### src/rtl/flash_pkg.sv
// Shared constants for the SPI NOR flash sequencer: opcodes, request encodings,
// one-hot FSM states and the latched request record.
package flash_pkg;

    localparam logic [7:0] OP_WREN = 8'h06;
    localparam logic [7:0] OP_SE   = 8'hD8;
    localparam logic [7:0] OP_BE   = 8'hC7;
    localparam logic [7:0] OP_PP   = 8'h02;
    localparam logic [7:0] OP_RDSR = 8'h05;

    // Write-in-progress bit of the flash status register
    localparam logic [7:0] SR_WIP  = 8'h01;

    localparam logic [1:0] REQ_SE  = 2'b00;
    localparam logic [1:0] REQ_BE  = 2'b01;
    localparam logic [1:0] REQ_PP  = 2'b10;
    localparam logic [1:0] REQ_INV = 2'b11;

    typedef enum logic [5:0] {
        S_IDLE = 6'b000001,
        S_WREN = 6'b000010,
        S_GAP1 = 6'b000100,
        S_CMD  = 6'b001000,
        S_GAP2 = 6'b010000,
        S_POLL = 6'b100000
    } state_t;

    typedef struct packed {
        logic [1:0]  op;
        logic [23:0] addr;
        logic [7:0]  data;
    } flash_req_t;

    function automatic logic [7:0] cmd_opcode(input logic [1:0] op);
        case (op)
            REQ_BE:  return OP_BE;
            REQ_PP:  return OP_PP;
            default: return OP_SE;
        endcase
    endfunction

    // Index of the last byte in the command frame
    function automatic logic [2:0] cmd_last(input logic [1:0] op);
        case (op)
            REQ_BE:  return 3'd0;
            REQ_PP:  return 3'd4;
            default: return 3'd3;
        endcase
    endfunction

endpackage

### src/rtl/spi_byte_shift.sv
// SPI mode-0 byte shifter: 4 sys_clk per bit, mosi MSB first from phase 0,
// sck high in phases 2-3, miso sampled at phase 3; byte_end on the last phase.
module spi_byte_shift (
    input  logic       sys_clk,
    input  logic       sys_rst_n,
    input  logic       active,
    input  logic [7:0] tx_byte,
    input  logic       miso,
    output logic       sck,
    output logic       mosi,
    output logic       byte_end,
    output logic [7:0] rx_byte
);

    logic [1:0] cnt_sck;
    logic [2:0] bit_cnt;
    logic [6:0] rx_sh;

    always_ff @(posedge sys_clk or negedge sys_rst_n) begin
        if (!sys_rst_n) begin
            cnt_sck <= 2'd0;
            bit_cnt <= 3'd0;
            rx_sh   <= 7'd0;
        end else if (!active) begin
            cnt_sck <= 2'd0;
            bit_cnt <= 3'd0;
        end else begin
            cnt_sck <= cnt_sck + 2'd1;
            if (cnt_sck == 2'd3) begin
                bit_cnt <= bit_cnt + 3'd1;
                rx_sh   <= {rx_sh[5:0], miso};
            end
        end
    end

    assign sck      = active & cnt_sck[1];
    assign mosi     = active & tx_byte[3'd7 - bit_cnt];
    assign byte_end = active && (cnt_sck == 2'd3) && (bit_cnt == 3'd7);
    // Includes the bit being sampled now, so the full byte is valid with byte_end
    assign rx_byte  = {rx_sh, miso};

endmodule

### src/rtl/flash_op_ctrl.sv
// SPI NOR flash operation sequencer: WREN, gap, SE/BE/PP command, gap, RDSR poll.
// Define FLASH_TIMEOUT_EN to bound the poll to POLL_MAX status bytes with err.
module flash_op_ctrl
    import flash_pkg::*;
#(
    parameter int CS_GAP = 32
`ifdef FLASH_TIMEOUT_EN
    , parameter logic [23:0] POLL_MAX = 24'd8_000_000
`endif
) (
    input  logic        sys_clk,
    input  logic        sys_rst_n,
    input  logic        req_valid,
    input  logic [1:0]  req_op,
    input  logic [23:0] req_addr,
    input  logic [7:0]  req_data,
    output logic        busy,
    output logic        done,
    output logic        err,
    output logic        sck,
    output logic        cs_n,
    output logic        mosi,
    input  logic        miso
);

    localparam int GAP_W = $clog2(CS_GAP) + 1;

    state_t           state, state_nxt;
    flash_req_t       req_q;
    logic [2:0]       byte_cnt;
    logic [GAP_W-1:0] gap_cnt;
    logic             done_nxt, err_nxt;
    logic             frame_act, byte_end, accept, wip;
    logic [7:0]       tx_byte, rx_byte;

    // A request landing on the done cycle is still treated as arriving while busy
    assign accept    = (state == S_IDLE) && !done && req_valid && (req_op != REQ_INV);
    assign frame_act = (state == S_WREN) || (state == S_CMD) || (state == S_POLL);
    assign cs_n      = ~frame_act;
    assign busy      = (state != S_IDLE) || done;
    assign wip       = |(rx_byte & SR_WIP);

    spi_byte_shift u_shift (
        .sys_clk   (sys_clk),
        .sys_rst_n (sys_rst_n),
        .active    (frame_act),
        .tx_byte   (tx_byte),
        .miso      (miso),
        .sck       (sck),
        .mosi      (mosi),
        .byte_end  (byte_end),
        .rx_byte   (rx_byte)
    );

`ifdef FLASH_TIMEOUT_EN
    logic [23:0] poll_cnt;

    always_ff @(posedge sys_clk or negedge sys_rst_n) begin
        if (!sys_rst_n) begin
            poll_cnt <= 24'd0;
            err      <= 1'b0;
        end else begin
            err <= err_nxt;
            if (state != S_POLL)
                poll_cnt <= 24'd0;
            else if (byte_end && byte_cnt != 3'd0)
                poll_cnt <= poll_cnt + 24'd1;
        end
    end
`else
    assign err = 1'b0;
`endif

    always_comb begin
        state_nxt = state;
        done_nxt  = 1'b0;
        err_nxt   = 1'b0;
        tx_byte   = 8'h00;
        case (state)
            S_IDLE: if (accept) state_nxt = S_WREN;
            S_WREN: begin
                tx_byte = OP_WREN;
                if (byte_end) state_nxt = S_GAP1;
            end
            S_GAP1: if (gap_cnt == GAP_W'(CS_GAP - 1)) state_nxt = S_CMD;
            S_CMD: begin
                case (byte_cnt)
                    3'd0:    tx_byte = cmd_opcode(req_q.op);
                    3'd1:    tx_byte = req_q.addr[23:16];
                    3'd2:    tx_byte = req_q.addr[15:8];
                    3'd3:    tx_byte = req_q.addr[7:0];
                    default: tx_byte = req_q.data;
                endcase
                if (byte_end && byte_cnt == cmd_last(req_q.op)) state_nxt = S_GAP2;
            end
            S_GAP2: if (gap_cnt == GAP_W'(CS_GAP - 1)) state_nxt = S_POLL;
            S_POLL: begin
                // First byte is the RDSR opcode; every later byte is a status readback
                tx_byte = (byte_cnt == 3'd0) ? OP_RDSR : 8'h00;
                if (byte_end && byte_cnt != 3'd0) begin
                    if (!wip) begin
                        state_nxt = S_IDLE;
                        done_nxt  = 1'b1;
                    end
`ifdef FLASH_TIMEOUT_EN
                    else if (poll_cnt == POLL_MAX - 24'd1) begin
                        state_nxt = S_IDLE;
                        done_nxt  = 1'b1;
                        err_nxt   = 1'b1;
                    end
`endif
                end
            end
            default: state_nxt = S_IDLE;
        endcase
    end

    always_ff @(posedge sys_clk or negedge sys_rst_n) begin
        if (!sys_rst_n) begin
            state    <= S_IDLE;
            done     <= 1'b0;
            req_q    <= '0;
            byte_cnt <= 3'd0;
            gap_cnt  <= '0;
        end else begin
            state <= state_nxt;
            done  <= done_nxt;
            if (accept) begin
                req_q.op   <= req_op;
                req_q.addr <= req_addr;
                req_q.data <= req_data;
            end
            // Byte index saturates so a long status poll cannot wrap back to the opcode
            if (state_nxt != state)
                byte_cnt <= 3'd0;
            else if (byte_end && byte_cnt != 3'd7)
                byte_cnt <= byte_cnt + 3'd1;
            if ((state == S_GAP1 || state == S_GAP2) && state_nxt == state)
                gap_cnt <= gap_cnt + GAP_W'(1);
            else
                gap_cnt <= '0;
        end
    end

endmodule

### config.mk
export PLATFORM = sky130hd
export DESIGN_NAME = flash_op_ctrl
export DESIGN_NICKNAME = d
export VERILOG_FILES = /design/src/rtl/flash_pkg.sv /design/src/rtl/spi_byte_shift.sv /design/src/rtl/flash_op_ctrl.sv
export SDC_FILE = /design/constraint.sdc
export NUM_CORES = 1
export LEC_CHECK = 0
export CORE_MARGIN = 10
export CORE_UTILIZATION = 54
export CTS_CLUSTER_SIZE = 14
export DETAILED_ROUTE_END_ITERATION = 8
export PLACE_DENSITY_LB_ADDON = 0.25
export SYNTH_ARGS = -nofsm -noshare
export SYNTH_HDL_FRONTEND = slang
export SYNTH_SLANG_ARGS = --single-unit
### constraint.sdc
create_clock -name sys_clk -period 2.9 [get_ports sys_clk]
set_clock_uncertainty 0.2 [all_clocks]
set_input_delay 0.29 -clock sys_clk [delete_from_list [all_inputs] [get_ports sys_clk]]
set_output_delay 0.29 -clock sys_clk [all_outputs]
set_load 0.05 [all_outputs]
==> summary.log <==
qor: global_route.grt_pass1_vias 2617
qor: final_layout.insertedDiodeCount 0
qor: sta.timing.final.ws_setup -0.00250 ns
qor: clocking.total_cts_buffers 5
qor: logic_synthesis.postSynthNetCount 402
qor: final_layout.layout.cells.non_filler 475
qor: job.maxCapViolations 0
qor: critical_path.worst_ep_required_time 2.41 ns
qor: clocking.clk_latency 0.32 ns
qor: critical_path.setup.worst_path.end_class output port
qor: critical_path.path_max_fanout 9
qor: route.detail-route-antenna-nets 0
qor: power.cellLeakagePower 1.83 nW
qor: route.drtIter0Drc 141
qor: sta.number_of_setup_violations_in_the_final_report 1
qor: floorplan.die_width 95.0 µm
qor: critical_path.regToRegStartpoint u_shift.bit_cnt[1]
qor: logic_synthesis.netlist-cell-type-count 61
qor: critical_path.setup.worst_path.start_class flop
qor: clocking.clk_transition_reported_paths 0.10 ns
qor: logic_synthesis.synth_edf_count 0
qor: final_layout.drive_gt1_share 13.2%
qor: power.cellPowerDensity 698 nW/µm²
qor: min_path.hold_class reg -> reg
qor: critical_path.rrSetupSlack 0.36 ns
qor: critical_path.timing.critical_path.arrival 2.41 ns
qor: clocking.cts_sinks 55
qor: logic_synthesis.yosysTopAreaCellShare 44.5%
qor: sta.grt_setup_unrepaired yes
qor: placement.place.gp.congestion 0.957
qor: logic_synthesis.yosysWarnings 0
qor: route.routed_wl 7270 µm
qor: floorplan.i_o_pins 44
qor: logic_synthesis.fraction_of_registers_with_async_set_reset 100%
qor: power.switchingPower 0.000971 W
qor: global_route.grt_max_degree 35
qor: final_layout.fillCellCount 443
qor: min_path.hold-path-cell-count 1
qor: critical_path.timing.rr.end byte_cnt[1]
qor: logic_synthesis.postSynthCellCount 352
qor: critical_path.crit_path_end mosi
qor: floorplan.die_outline_area 9030 µm²
qor: critical_path.setup.worst_path.class reg -> out
qor: critical_path.setup.worst_path.start byte_cnt[1]
qor: power.switching_share 36.4%
qor: logic_synthesis.synth.cell_area 3040 µm²
qor: sta.period_share 100%
qor: outcome.failed_checks negative setup slack
qor: logic_synthesis.synth_area_leaders dfrtp_1 (44%), nand2_1 (14%), ha_1 (4.9%)
qor: route.drc_errors 0
qor: floorplan.die_h 95.0 µm
qor: outcome.status finished, violations left
qor: logic_synthesis.synth_top_flop_cell dfrtp_1
qor: power.clockPowerShare 19.9%
qor: route.detail_route.first_pass.iterations 6
qor: global_route.first_pass_grt_wire_length 12400 µm
qor: logic_synthesis.ys_seq_elements 55
qor: sta.finalHoldViolCount 0
qor: logic_synthesis.postSynthAreaPerCell 8.63 µm²
qor: floorplan.rows 27
qor: logic_synthesis.synth_top_cells_by_count nand2_1 (111), dfrtp_1 (54), nor2_1 (23), inv_1 (15), a21oi_1 (13)
qor: route.wl_per_cell 15.3 µm
qor: power.p_comb_share 35.1%
qor: placement.dp_hpwl 5490 µm
qor: floorplan.start_util 55.5%
qor: sta.drv_slew 0
qor: sta.maximum_clock_frequency 345 MHz
qor: logic_synthesis.yosys.cell_count.top_type nand2_1
qor: clocking.cts_buffer_depth 2
qor: global_route.total_routing_usage_reported_by_global_routing 16.9%
qor: sta.slew-limit-headroom 48.0%
qor: floorplan.coreArea 5470 µm²
qor: power.p_int 0.00170 W
qor: final_layout.area_growth_from_synthesis_to_layout 25.8%
qor: sta.final_period_minus_worst_setup_slack 2.90 ns
qor: clocking.cts_root_buf clkbuf_8
qor: final_layout.final_util 69.9%
qor: sta.worst_pin_slew 0.781 ns
qor: placement.dp.cells 460
qor: logic_synthesis.synth.largest_area_cell dfrtp_1
qor: power.pwr-share-seq 45.0%
qor: global_route.antenna_found_initial 0
qor: placement.io_buffers 42
qor: route.dr_total_vias 2624
qor: sta.finalHoldWorstSlack 0.237 ns
qor: power.power.ir.vdd_worst 0.380 mV
qor: final_layout.num-nets-final 452
qor: global_route.globalRouteOverflowTotal 0
qor: sta.setup-tns-final -0.00250 ns
qor: critical_path.worst-r2r-cell-count 8
qor: logic_synthesis.synth_sequential_area_ratio 45.3%
qor: clocking.max_h_tree_level 2
qor: clocking.cts_tree built
qor: route.detail_route.vias_per_cell 5.52
## cell type report
| class | instances | area (µm²) | area share, % |
|---|---|---|---|
| Clock inverter | 2 | 35.0 | 0.916 |
| Sequential cell | 55 | 1380 | 36.1 |
| Timing Repair Buffer | 61 | 563 | 14.7 |
| Clock buffer | 6 | 82.6 | 2.16 |
| Inverter | 15 | 56.3 | 1.47 |
| Multi-Input combinational cell | 264 | 1620 | 42.3 |
| Tap cell | 72 | 90.1 | 2.36 |
## flip-flops by register name, summed over array words and instances, names as in the netlist
signal	flops
byte_cnt	3
done	1
gap_cnt	6
req_q	34
state	6
u_shift.bit_cnt	3
u_shift.cnt_sck	2
## cells in the final DEF, fill, tap and decap left out, drive strengths merged, types with 4 or more instances in the layout
master,netlist,routed
xnor2,5,5
o211ai,4,4
clkbuf,7,6
ha,12,12
a21oi,13,13
xor2,5,5
nand3,8,8
nor3,6,6
a22oi,4,4
inv,15,15
o21ai,10,10
dfrtp,54,54
nand2,111,111
nor2,23,23
buf,11,23
clkdlybuf4s50,0,37
## worst min-delay path by stage
stage	from	to	slack, ns
detailed placement	sys_rst_n	gap_cnt[5]	0.21
finish	u_shift.cnt_sck[0]	u_shift.cnt_sck[0]	0.24
CTS	u_shift.cnt_sck[0]	u_shift.cnt_sck[0]	0.24
global placement	sys_rst_n	gap_cnt[5]	0.20
floorplan	sys_rst_n	byte_cnt[0]	-0.21
global route	u_shift.cnt_sck[0]	u_shift.cnt_sck[0]	0.28
## power groups by stage
stage               registers [W]  clock network, W  logic (W)
floorplan                 0.00113                 0   0.000692
global placement          0.00121                 0   0.000882
detailed placement        0.00121                 0   0.000902
CTS                       0.00120          0.000543   0.000908
global route              0.00124          0.000564    0.00107
finish                    0.00120          0.000531   0.000935
## per-layer routing
layer  track usage, %  vias up  part of all wire [%]  routed length [µm]
met5                0        -                     0                   0
met4             5.49        0                   1.4                 104
met3             2.75        8                   3.9                 285
met2             28.9       68                    51                3740
met1             21.4     1247                    43                3150
li1                 -     1301                     -                   -
## worst max-delay path, stage by stage, from the launching register on
cell	delay (ns)
dfrtp_1	0.43
buf_4	0.16
ha_4	0.18
a222oi_1	0.41
a2bb2oi_1	0.21
a211oi_1	0.10
o211ai_1	0.29
a311oi_4	0.14
buf_12	0.18
## kinds of logic after synthesis
logic type / after synthesis / synth area share, %
multiplexers: 4 / 1.77
AO/OA/AOI/OAI: 64 / 15.0
adder cells (fa/ha/maj): 12 / 4.94
AND/OR/NAND/NOR: 173 / 25.4
XOR/XNOR: 10 / 2.88
flip-flops: 55 / 45.3
other: 1 / 0.123
buffers and inverters: 33 / 4.57
## stage by stage
step                      worst slack [ns]  cell area, µm²  total power (W)
after floorplan                     0.0824            3060          0.00182
after global placement               0.178            3570          0.00209
after detailed placement             0.124            3570          0.00212
after CTS                          0.00330            3770          0.00265
after global routing                -0.106            3820          0.00287
final                             -0.00250            3820          0.00267
## repair_timing
| action | in CTS | in global routing |
|---|---|---|
| buffers inserted | 3 | 3 |
| pin swaps | 4 | 8 |
| setup endpoints to repair | 1 | 1 |
| hold endpoints to repair | 31 | 0 |
| hold buffers | 1 | 0 |
| resized for setup | 13 | 5 |
(Power assumes the default switching activity.)
